$ cat config.mk
export PLATFORM = sky130hd
export DESIGN_NAME = uart_tx_scheduler_flat
export DESIGN_NICKNAME = d
export VERILOG_FILES = /design/src/rtl/uart_tx_scheduler_pkg.sv /design/src/rtl/uart_tx_scheduler_if.sv /design/src/rtl/uart_tx_scheduler_byte_fifo.sv /design/src/rtl/uart_tx_scheduler.sv /design/src/flat_wrapper.sv
export SDC_FILE = /design/constraint.sdc
export NUM_CORES = 1
export LEC_CHECK = 0
export ABC_AREA = 0
export CAP_MARGIN = 5
export CELL_PAD_IN_SITES_DETAIL_PLACEMENT = 1
export CELL_PAD_IN_SITES_GLOBAL_PLACEMENT = 1
export CORE_MARGIN = 5
export CORE_UTILIZATION = 30
export DETAILED_ROUTE_END_ITERATION = 10
export PLACE_DENSITY_LB_ADDON = 0.08
export RECOVER_POWER = 100
export SETUP_SLACK_MARGIN = 0.4
export SLEW_MARGIN = 10
export SYNTH_ARGS = -nofsm -noshare
export SYNTH_HDL_FRONTEND = slang
export SYNTH_SLANG_ARGS = --single-unit
$ cat constraint.sdc
create_clock -name clock -period 3.3 [get_ports clock]
set_input_delay 0.33 -clock clock [delete_from_list [all_inputs] [get_ports clock]]
set_output_delay 0.33 -clock clock [all_outputs]
set_load 0.01 [all_outputs]
$ cat src/rtl/uart_tx_scheduler_pkg.sv
// uart_sched_pkg: FSM encoding, width helpers and round-robin grant for uart_tx_scheduler
package uart_sched_pkg;
  typedef enum logic {IDLE = 1'b0, WAIT_ACK = 1'b1} state_e;
  function automatic int ch_w(input int n);
    return n > 1 ? $clog2(n) : 1;
  endfunction
  function automatic int ptr_w(input int depth);
    return $clog2(depth) + 1;
  endfunction
  // First requesting channel strictly after last, wrapping; caller guarantees some req bit is set.
  function automatic int next_grant(input logic [7:0] req, input int last, input int n);
    int g;
    g = last;
    for (int k = n; k >= 1; k--) if (req[(last + k) % n]) g = (last + k) % n;
    return g;
  endfunction
endpackage

$ cat src/rtl/uart_tx_scheduler_if.sv
// uart_tx_scheduler_if: producer pushes, FIFO status, UART byte handshake and sticky flags
// master = producers/UART side, slave = scheduler
interface uart_tx_scheduler_if
  import uart_sched_pkg::*;
#(
  parameter int NUM_CH = 4,
  parameter int DATA_W = 8
);
  logic [NUM_CH-1:0] in_valid, fifo_full, fifo_empty, overflow;
  logic [NUM_CH*DATA_W-1:0] in_bits;
  logic [DATA_W-1:0] tx_bits;
  logic tx_ready, tx_busy, timeout, clear_flags;
  logic [ch_w(NUM_CH)-1:0] last_ch;
  modport master (
    output in_valid, in_bits, tx_ready, clear_flags,
    input fifo_full, fifo_empty, tx_bits, tx_busy, last_ch, overflow, timeout
  );
  modport slave (
    input in_valid, in_bits, tx_ready, clear_flags,
    output fifo_full, fifo_empty, tx_bits, tx_busy, last_ch, overflow, timeout
  );
endinterface

$ cat src/rtl/uart_tx_scheduler_byte_fifo.sv
// byte_fifo: DEPTH-entry FIFO with wrap-bit pointers; clock, reset_n, push, pop, din -> dout (head), full, empty
// Caller only pushes when accepted and only pops when non-empty.
module byte_fifo
  import uart_sched_pkg::*;
#(
  parameter int DEPTH  = 4,
  parameter int DATA_W = 8
) (
  input  logic              clock,
  input  logic              reset_n,
  input  logic              push,
  input  logic              pop,
  input  logic [DATA_W-1:0] din,
  output logic [DATA_W-1:0] dout,
  output logic              full,
  output logic              empty
);
  localparam int PW = ptr_w(DEPTH);
  logic [DATA_W-1:0] mem_q [DEPTH];
  logic [PW-1:0] wr_q, rd_q;
  assign empty = wr_q == rd_q;
  assign full  = (wr_q[PW-1] != rd_q[PW-1]) && (wr_q[PW-2:0] == rd_q[PW-2:0]);
  assign dout  = mem_q[rd_q[PW-2:0]];
  always_ff @(posedge clock or negedge reset_n)
    if (!reset_n) begin
      wr_q <= '0;
      rd_q <= '0;
    end else begin
      wr_q <= wr_q + PW'(push);
      rd_q <= rd_q + PW'(pop);
    end
  always_ff @(posedge clock)
    if (push) mem_q[wr_q[PW-2:0]] <= din;
endmodule

$ cat src/rtl/uart_tx_scheduler.sv
// uart_tx_scheduler: round-robin scheduler of NUM_CH byte FIFOs onto a UART transmit handshake
// Ports: clock, reset_n (async active-low), bus (slave modport: pushes, FIFO status, tx_bits/tx_ready/tx_busy,
// last_ch, sticky overflow/timeout, clear_flags). Define TX_DEDUP_EN to drop repeats of a channel's last accepted byte.
module uart_tx_scheduler
  import uart_sched_pkg::*;
#(
  parameter int NUM_CH      = 4,
  parameter int FIFO_DEPTH  = 4,
  parameter int DATA_W      = 8,
  parameter int TIMEOUT_CYC = 4096
) (
  input logic clock,
  input logic reset_n,
  uart_tx_scheduler_if.slave bus
);
  localparam int CW = ch_w(NUM_CH);
  localparam int TW = TIMEOUT_CYC > 1 ? $clog2(TIMEOUT_CYC) : 1;
  state_e state_q, state_d;
  logic [DATA_W-1:0] tx_q, tx_d;
  logic [CW-1:0] last_q, last_d, grant;
  logic [TW-1:0] timer_q, timer_d;
  logic [NUM_CH-1:0] ovf_q, ovf_d, ovf_set, push, pop, full, empty;
  logic to_q, to_d, expire, busy;
  logic [DATA_W-1:0] head [NUM_CH];
  assign busy   = state_q == WAIT_ACK;
  assign grant  = CW'(next_grant(8'(~empty), int'(last_q), NUM_CH));
  assign expire = (TIMEOUT_CYC != 0) && (timer_q == TW'(TIMEOUT_CYC - 1));
  for (genvar i = 0; i < NUM_CH; i++) begin : g_ch
    logic dup;
`ifdef TX_DEDUP_EN
    logic [DATA_W-1:0] lb_q;
    logic lv_q;
    assign dup = lv_q && bus.in_bits[i*DATA_W +: DATA_W] == lb_q;
    // The remembered byte stays valid while it is queued or is the byte in flight.
    always_ff @(posedge clock or negedge reset_n)
      if (!reset_n) begin
        lb_q <= '0;
        lv_q <= 1'b0;
      end else if (push[i]) begin
        lb_q <= bus.in_bits[i*DATA_W +: DATA_W];
        lv_q <= 1'b1;
      end else if (empty[i] && !(busy && last_q == CW'(i))) lv_q <= 1'b0;
`else
    assign dup = 1'b0;
`endif
    assign push[i]    = bus.in_valid[i] && !dup && (!full[i] || pop[i]);
    assign ovf_set[i] = bus.in_valid[i] && !dup && full[i] && !pop[i];
    byte_fifo #(.DEPTH(FIFO_DEPTH), .DATA_W(DATA_W)) u_fifo (
      .clock(clock), .reset_n(reset_n), .push(push[i]), .pop(pop[i]),
      .din(bus.in_bits[i*DATA_W +: DATA_W]), .dout(head[i]), .full(full[i]), .empty(empty[i])
    );
  end
  always_comb begin
    state_d = state_q;
    tx_d    = tx_q;
    last_d  = last_q;
    timer_d = timer_q + TW'(1);
    pop     = '0;
    ovf_d   = (bus.clear_flags ? '0 : ovf_q) | ovf_set;
    to_d    = bus.clear_flags ? 1'b0 : to_q;
    if (state_q == IDLE) begin
      if (!(&empty)) begin
        state_d    = WAIT_ACK;
        tx_d       = head[grant];
        last_d     = grant;
        timer_d    = '0;
        pop[grant] = 1'b1;
      end
    end else if (bus.tx_ready) state_d = IDLE;
    else if (expire) begin
      state_d = IDLE;
      to_d    = 1'b1;
    end
  end
  always_ff @(posedge clock or negedge reset_n)
    if (!reset_n) begin
      state_q <= IDLE;
      tx_q    <= '0;
      last_q  <= CW'(NUM_CH - 1);
      timer_q <= '0;
      ovf_q   <= '0;
      to_q    <= 1'b0;
    end else begin
      state_q <= state_d;
      tx_q    <= tx_d;
      last_q  <= last_d;
      timer_q <= timer_d;
      ovf_q   <= ovf_d;
      to_q    <= to_d;
    end
  assign bus.fifo_full  = full;
  assign bus.fifo_empty = empty;
  assign bus.tx_bits    = tx_q;
  assign bus.tx_busy    = busy;
  assign bus.last_ch    = last_q;
  assign bus.overflow   = ovf_q;
  assign bus.timeout    = to_q;
endmodule

$ cat src/flat_wrapper.sv
// flat-port wrapper written by rule: the top's interface ports become plain ports
module uart_tx_scheduler_flat import uart_sched_pkg::*;
#(
  parameter int NUM_CH      = 4,
  parameter int FIFO_DEPTH  = 4,
  parameter int DATA_W      = 8,
  parameter int TIMEOUT_CYC = 4096
)
  (clock, reset_n, bus_in_valid, bus_in_bits, bus_tx_ready, bus_clear_flags, bus_fifo_full, bus_fifo_empty, bus_tx_bits, bus_tx_busy, bus_last_ch, bus_overflow, bus_timeout);
  uart_tx_scheduler_if #(.NUM_CH(NUM_CH), .DATA_W(DATA_W)) bus_i ();
  input logic clock;
  input logic reset_n;
  input wire logic [$bits(bus_i.in_valid)-1:0] bus_in_valid;
  input wire logic [$bits(bus_i.in_bits)-1:0] bus_in_bits;
  input wire logic [$bits(bus_i.tx_ready)-1:0] bus_tx_ready;
  input wire logic [$bits(bus_i.clear_flags)-1:0] bus_clear_flags;
  output wire logic [$bits(bus_i.fifo_full)-1:0] bus_fifo_full;
  output wire logic [$bits(bus_i.fifo_empty)-1:0] bus_fifo_empty;
  output wire logic [$bits(bus_i.tx_bits)-1:0] bus_tx_bits;
  output wire logic [$bits(bus_i.tx_busy)-1:0] bus_tx_busy;
  output wire logic [$bits(bus_i.last_ch)-1:0] bus_last_ch;
  output wire logic [$bits(bus_i.overflow)-1:0] bus_overflow;
  output wire logic [$bits(bus_i.timeout)-1:0] bus_timeout;
  assign bus_i.in_valid = bus_in_valid;
  assign bus_i.in_bits = bus_in_bits;
  assign bus_i.tx_ready = bus_tx_ready;
  assign bus_i.clear_flags = bus_clear_flags;
  assign bus_fifo_full = bus_i.fifo_full;
  assign bus_fifo_empty = bus_i.fifo_empty;
  assign bus_tx_bits = bus_i.tx_bits;
  assign bus_tx_busy = bus_i.tx_busy;
  assign bus_last_ch = bus_i.last_ch;
  assign bus_overflow = bus_i.overflow;
  assign bus_timeout = bus_i.timeout;
  uart_tx_scheduler #(.NUM_CH(NUM_CH), .FIFO_DEPTH(FIFO_DEPTH), .DATA_W(DATA_W), .TIMEOUT_CYC(TIMEOUT_CYC)) u_core (.clock(clock), .reset_n(reset_n), .bus(bus_i));
endmodule
### After elaboration in Yosys (flattened, before gate mapping)

Memories as Yosys holds them, arrays and structs flattened.
Cells that the tools add are included.

| word-level totals | value |
|---|---|
| bits in registers | 52 |
| memory bits (writable) | 128 |
| input port bits | 40 |
| output and inout bits | 24 |
| memories kept | 4 |

| operators by class | value |
|---|---|
| add/subtract/negate cells | 13 |
| order comparisons | 7 |
| equal/unequal tests | 13 |
| multiplexer cells | 42 |
| bitwise operators | 9 |
| reduce and logical (&&, ||, !) cells | 35 |

Memory list:

| name | depth | width | rd ports | clocked after memory_dff | wr ports | line | source |
|---|---|---|---|---|---|---|---|
| u_core.g_ch[0].u_fifo.mem_q | 4 | 8 | 1 | 0 | 1 | uart_tx_scheduler_byte_fifo.sv:19 | `logic [DATA_W-1:0] mem_q [DEPTH];` |
| u_core.g_ch[1].u_fifo.mem_q | 4 | 8 | 1 | 0 | 1 | uart_tx_scheduler_byte_fifo.sv:19 |  |
| u_core.g_ch[2].u_fifo.mem_q | 4 | 8 | 1 | 0 | 1 | uart_tx_scheduler_byte_fifo.sv:19 |  |
| u_core.g_ch[3].u_fifo.mem_q | 4 | 8 | 1 | 0 | 1 | uart_tx_scheduler_byte_fifo.sv:19 |  |

Operators by type and width:

| kind | count |
|---|---|
| 1-bit 2-to-1 mux | 25 |
| 3-bit by 1-bit adder with 3-bit output | 8 |
| 12-bit 2-to-1 mux | 2 |
| 3-bit by 5-bit < comparator with 1-bit output, second input constant | 4 |
| 1-bit logical AND | 17 |
| 8-bit binary-select mux with 2-bit select | 1 |
| 8-bit 2-to-1 mux | 2 |
| 12-bit by 1-bit adder with 12-bit output, second input constant | 1 |
| 1-bit binary-select mux with 3-bit select | 4 |
| 12-bit equality test, second input constant | 1 |
| 3-bit equality test | 4 |
| 4-bit 2-to-1 mux | 3 |
| 2-bit equality test | 4 |
| 1-bit logical NOT | 8 |
| 2-bit 2-to-1 mux | 4 |
| 4-bit NOT with 8-bit output | 1 |
| 2-bit OR reduction | 4 |
| 2-bit by 1-bit adder with 2-bit output, second input constant | 2 |
| 2-bit adder, second input constant | 2 |
| 1-bit AND, first input constant | 4 |
| 1-bit logical OR | 4 |
| 1-bit inequality test | 4 |
| 4-bit bitwise OR | 1 |
| 4-bit AND reduction | 1 |
| other kinds (7) | 8 |

### Depth between registers and ports, before layout

| logic depth | value |
|---|---|
| depth after elaboration | 20 |
| gate-level depth with buffers | 12 |
| depth with buffers taken out | 10 |

### By module

From an unflattened synthesis, not the netlist that was laid out.

| unflattened totals | value |
|---|---|
| cell total of the unflattened synthesis | 403 |
| area total of the unflattened synthesis | 7277.0 um2 |

By module, submodules not included:

| module | instances | cells each | area an instance (um2) |
|---|---|---|---|
| byte_fifo | 4 | 64 | 1443.9 |
| uart_tx_scheduler | 1 | 147 | 1501.4 |

### Worst setup path after synthesis

No wires, ideal clock.

| path | value |
|---|---|
| path type | reg2reg |
| start point | register u_core.g_ch[3].u_fifo.rd_q[0] |
| end point | memory u_core.g_ch[1].u_fifo.mem_q[0][0], enable pin |
| library setup time | 398 ps |
| arrival time | 2646 ps |
| data required time | 2902 ps |
| path slack | 256 ps |
| stages on the path, launching flop included | 10 |
| buffers on the path | 2 |
| period minus slack after synthesis | 3044 ps |
| cells stage by stage | dfrtp_1 > buf_4 > xor2_2 > or3_4 > clkinv_4 > and3_1 > buf_6 > nor2_4 > o21a_4 > nor4b_1 |

| between the ends | value |
|---|---|
| cells in the longest elaborated chain, start to end | 19 |
| elaborated cells between the ends (all ways) | 30 |

Ends and longest elaborated chain:

| element | line | source |
|---|---|---|
| start, declared | uart_tx_scheduler_byte_fifo.sv:20 | `logic [PW-1:0] wr_q, rd_q;` |
| start signal, assigned | uart_tx_scheduler_byte_fifo.sv:30 | `rd_q <= rd_q + PW'(pop);` |
| 3-bit equality test (*) | uart_tx_scheduler_byte_fifo.sv:21 | `assign empty = wr_q == rd_q;` |
| named net u_core.g_ch[3].u_fifo.empty | uart_tx_scheduler_byte_fifo.sv:16 | `output logic empty` |
| 4-bit NOT with 8-bit output | uart_tx_scheduler.sv:26 | `assign grant = CW'(next_grant(8'(~empty), int'(last_q), NUM_CH));` |
| 1-bit binary-select mux with 3-bit select | uart_tx_scheduler_pkg.sv:14 | `for (int k = n; k >= 1; k--) if (req[(last + k) % n]) g = (last + k) % n;` |
| 1-bit 2-to-1 mux (implied by the code) (2 in series) | uart_tx_scheduler_pkg.sv:14 |  |
| 2-bit 2-to-1 mux (4 in series) | uart_tx_scheduler_pkg.sv:14 |  |
| 2-bit by 3-bit < comparator with 1-bit output (implied by the code) or 2-bit by 1-bit greater-or-equal comparator with 1-bit output (tied branches) | uart_tx_scheduler.sv:67 | `pop[grant] = 1'b1;` |
| 1-bit logical AND (implied by the code) | uart_tx_scheduler.sv:67 |  |
| 1-bit 2-to-1 mux (implied by the code) | uart_tx_scheduler.sv:67 |  |
| 1-bit demux with 2-bit select | - |  |
| 4-bit 2-to-1 mux (*) | uart_tx_scheduler.sv:62 | `if (!(&empty)) begin` |
| 4-bit 2-to-1 mux (*) | uart_tx_scheduler.sv:61 | `if (state_q == IDLE) begin` |
| 1-bit logical OR (*) | uart_tx_scheduler.sv:46 | `assign push[i] = bus.in_valid[i] && !dup && (!full[i] \|\| pop[i]);` |
| 1-bit logical AND (*) | uart_tx_scheduler.sv:46 |  |
| 1-bit 2-to-1 mux (*) | uart_tx_scheduler_byte_fifo.sv:33 | `if (push) mem_q[wr_q[PW-2:0]] <= din;` |
| 1-bit 2-to-1 mux (implied by the code) (*) | uart_tx_scheduler_byte_fifo.sv:33 |  |
| end, declared | uart_tx_scheduler_byte_fifo.sv:19 |  |

Mark *: on every way through the listed nets, which the timed path passes. The rest lies on a longest branch. The select of a mux whose other input is x is not followed.

### Worst setup path after layout

| path | value |
|---|---|
| start point | register u_core.g_ch[0].u_fifo.wr_q[1] |
| end point | memory u_core.g_ch[0].u_fifo.mem_q[1][6], enable pin |

| between the ends | value |
|---|---|
| cells in the longest elaborated chain, start to end | 19 |
| elaborated cells between the ends (all ways) | 33 |

Ends and longest elaborated chain:

| element | line | source |
|---|---|---|
| start, declared | uart_tx_scheduler_byte_fifo.sv:20 |  |
| start signal, assigned | uart_tx_scheduler_byte_fifo.sv:29 | `wr_q <= wr_q + PW'(push);` |
| 3-bit equality test | uart_tx_scheduler_byte_fifo.sv:21 |  |
| 4-bit NOT with 8-bit output | uart_tx_scheduler.sv:26 |  |
| 1-bit binary-select mux with 3-bit select | uart_tx_scheduler_pkg.sv:14 |  |
| 1-bit 2-to-1 mux (implied by the code) (2 in series) | uart_tx_scheduler_pkg.sv:14 |  |
| 2-bit 2-to-1 mux (4 in series) | uart_tx_scheduler_pkg.sv:14 |  |
| 2-bit by 3-bit < comparator with 1-bit output (implied by the code) or 2-bit by 1-bit greater-or-equal comparator with 1-bit output (tied branches) | uart_tx_scheduler.sv:67 |  |
| 1-bit logical AND (implied by the code) | uart_tx_scheduler.sv:67 |  |
| 1-bit 2-to-1 mux (implied by the code) | uart_tx_scheduler.sv:67 |  |
| 1-bit demux with 2-bit select | - |  |
| 4-bit 2-to-1 mux | uart_tx_scheduler.sv:62 |  |
| 4-bit 2-to-1 mux | uart_tx_scheduler.sv:61 |  |
| 1-bit logical OR | uart_tx_scheduler.sv:46 |  |
| 1-bit logical AND | uart_tx_scheduler.sv:46 |  |
| 1-bit 2-to-1 mux | uart_tx_scheduler_byte_fifo.sv:33 |  |
| 1-bit 2-to-1 mux (implied by the code) | uart_tx_scheduler_byte_fifo.sv:33 |  |
| end, declared | uart_tx_scheduler_byte_fifo.sv:19 |  |

Parallel ways exist; a longest one is shown, timed or not. The select of a mux whose other input is x is not followed.

==> out/results.tsv <==
metric	value	unit
yosys.area.top_type	edfxtp_1	
synth_cell_types	55	
wl_per_cell	20.25	um
ys_ff_latch	180	
yosys.area.top_type_share	50.70	%
tightest_slew	2089	ps
syn_inst	431	
cts_buffers	17	
yosysSeqAreaShare	67.90	%
drt_iter0_markers	123	
synth_edf_count	128	
startpoint_type	flop	
portBuffers	63	
grt_pass1_vias	4360	
max-cap-violations	1	
reg2reg_depth	7	
area_growth	21.75	%
coreArea	25040	sq um
die_y	169.0	um
period_share	87.64	%
finClkSkew	13.81	ps
status	finished, violations left	
critPathArrivalTime	2970	ps
yosys_warnings	0	
layout.nets	573	
start_util	30.28	%
num_vias	4004	
maxSlewViolCount	37	
placementRows	58	
cp_max_fo	8	
pin_count	64	
synth_area_per_cell	17.59	sq um
antenna_found_initial	0	
synth_ff_type	edfxtp_1	
dr.pass1.iters	4	
dp_hpwl	12530	um
path_clk_slew	70	ps
setup_viol	0	
powerDensity	979.5	nW/um^2
ctsRootBufferMaster	clkbuf_16	
die-area	28550	sq um
final_cell_mix	edfxtp_1, dlygate4sd3_1, dfrtp_1	
synth.net_count	488	
finalHoldViolCount	0	
gp_congestion	0.7077	
synth_area_leaders	edfxtp_1, dfrtp_1, mux4_2, ha_1, xor2_1	
drtAntennaViolNets	0	
hold_class	reg -> reg	
end_kind	flop	
cts.hold.buffers_added	0	
slowest_stage	and4bb_1	
setup_tns	0	ps
clk_latency	430	ps
drc	0	
crit_required	3380	ps
slowest_delay	590	ps
grt_usage	12.65	%
clock_sinks	180	
grt_overflow_total	0	
cts_buffer_depth	2	
hold_depth	1	
p_leak	3.391	nW
failed_checks	max-capacitance violations, max-slew violations	
wl	17400	um
netlist_area	7581	sq um
rsz0062_at_grt	false	
die_w	169.0	um
viasPerCell	4.661	
drive_above_1_share	18.90	%
tritoncts	done	
grt_pass1_wl	26940	um
n_fill_cell	2537	
slew_headroom	-39.26	%
grt_max_degree	37	
p_total	9.041	mW
ys_async_sr_fraction	28.89	%
worstPathCellList	xnor2_1, nand3_1, inv_1, a41oi_1, nand4_1, o21a_1, and4bb_1	
mostFrequentLayoutCell	edfxtp_1	
htree_levels	4	
n_antenna_cell	0	
peakVddDrop	0.0003698	V
max_freq	0.3458	GHz
period_minus_slack	2892	ps
crit_type	reg -> reg	
## report_power, final
| group | total, mW | internal [mW] | leakage (nW) | switching, mW |
|---|---|---|---|---|
| clock | 2.10 | 1.10 | 0.300 | 0.994 |
| sequential | 3.48 | 3.12 | 1.82 | 0.366 |
| combinational | 3.46 | 1.50 | 1.27 | 1.96 |
| total | 9.04 | 5.72 | 3.39 | 3.32 |
## registers in the layout (all words and copies together), names as in the netlist
name,flops
u_core.bus.tx_bits,8
u_core.g_ch.u_fifo.rd_q,12
u_core.bus.overflow,4
u_core.timer_q,12
u_core.g_ch.u_fifo.mem_q,128
u_core.bus.timeout,1
u_core.g_ch.u_fifo.wr_q,12
u_core.bus.tx_busy,1
u_core.bus.last_ch,2
## repair_timing
| action | 4_1_cts | 5_1_grt |
|---|---|---|
| resized for setup | 2 | 7 |
| setup buffers | 0 | 1 |
| endpoints found under the setup margin | 6 | 61 |
| hold endpoints to repair | 0 | 0 |
| pin swaps | 0 | 1 |
## routing by layer
layer	wire, um	share of wire [%]	up-vias	GRT usage (%)
met4	128	0.74	0	3.070
met3	567	3.3	6	3.176
met2	8450	49	53	20.32
li1	-	-	1858	-
met5	0	0	-	0
met1	8249	47	2087	17.33
## layout make-up
| class | count | area, sq um | share of cell area [%] |
|---|---|---|---|
| inverters | 6 | 27.53 | 0.2982 |
| clock inverters | 15 | 201.4 | 2.182 |
| multi-input cells | 223 | 2235 | 24.21 |
| repair buffers | 88 | 780.7 | 8.459 |
| clock buffers | 17 | 425.4 | 4.609 |
| flip-flops and latches | 180 | 5147 | 55.77 |
| well taps | 330 | 412.9 | 4.473 |
## worst paths after layout
path                                                     end  slack (ps)                          start
setup / recovery           u_core.g_ch[0].u_fifo.mem_q[1][6]         410  u_core.g_ch[0].u_fifo.wr_q[1]
hold reg to reg                u_core.g_ch[2].u_fifo.wr_q[2]         490  u_core.g_ch[2].u_fifo.wr_q[2]
setup reg to reg           u_core.g_ch[0].u_fifo.mem_q[1][6]         410  u_core.g_ch[0].u_fifo.wr_q[1]
min in group asynchronous             u_core.bus.overflow[1]         500                        reset_n
hold / removal                 u_core.g_ch[2].u_fifo.wr_q[2]         490  u_core.g_ch[2].u_fifo.wr_q[2]
max in group asynchronous      u_core.g_ch[1].u_fifo.rd_q[2]        1090                        reset_n
## stage by stage
stage,hold WS [ps],utilization [%],cells,setup slack [ps],cell area (sq um)
after floorplan,34.41,-,431,286.9,7600
final,488.7,36.87,859,408.0,9230
after global routing,508.9,36.87,859,204.6,9230
after CTS,44.83,37.06,858,418.6,9279
after global placement,476.6,34.55,826,462.6,8651
after detailed placement,481.3,34.55,826,404.6,8651
## Yosys cell counts, types with 3 or more instances
cell type  count
ha_1          17
xor2_1        20
buf_4         12
clkbuf_1       3
edfxtp_1     128
a21o_1         8
nor2b_1        4
nand2_1       14
mux2i_1        8
inv_1          4
mux4_2        28
nand3_2        3
nor4bb_1       6
mux4_1         4
dfrtp_1       50
o211ai_1       8
and4b_1        4
xnor2_1        8
nor2_1        20
buf_6          5
o21a_1         3
o21ai_0       10
and3_1         4
a22o_1         4
nand3_1       18
## cells by family after synthesis
logic type	share of synthesized area, %
flops	67.90
simple gates	7.361
compound gates	4.720
mux	10.76
xor+xnor	3.879
buf+inv	2.575
fa+ha+maj	2.806
## critical path: cells and delay by family (launching register included)
kind                   cells  cell delay (ps)
buffers and inverters      1              130
AND/OR/NAND/NOR            3             1100
flip-flops                 1              470
XOR/XNOR                   1              190
AO/OA/AOI/OAI              2              650
Power figures use the tool's default switching activity.
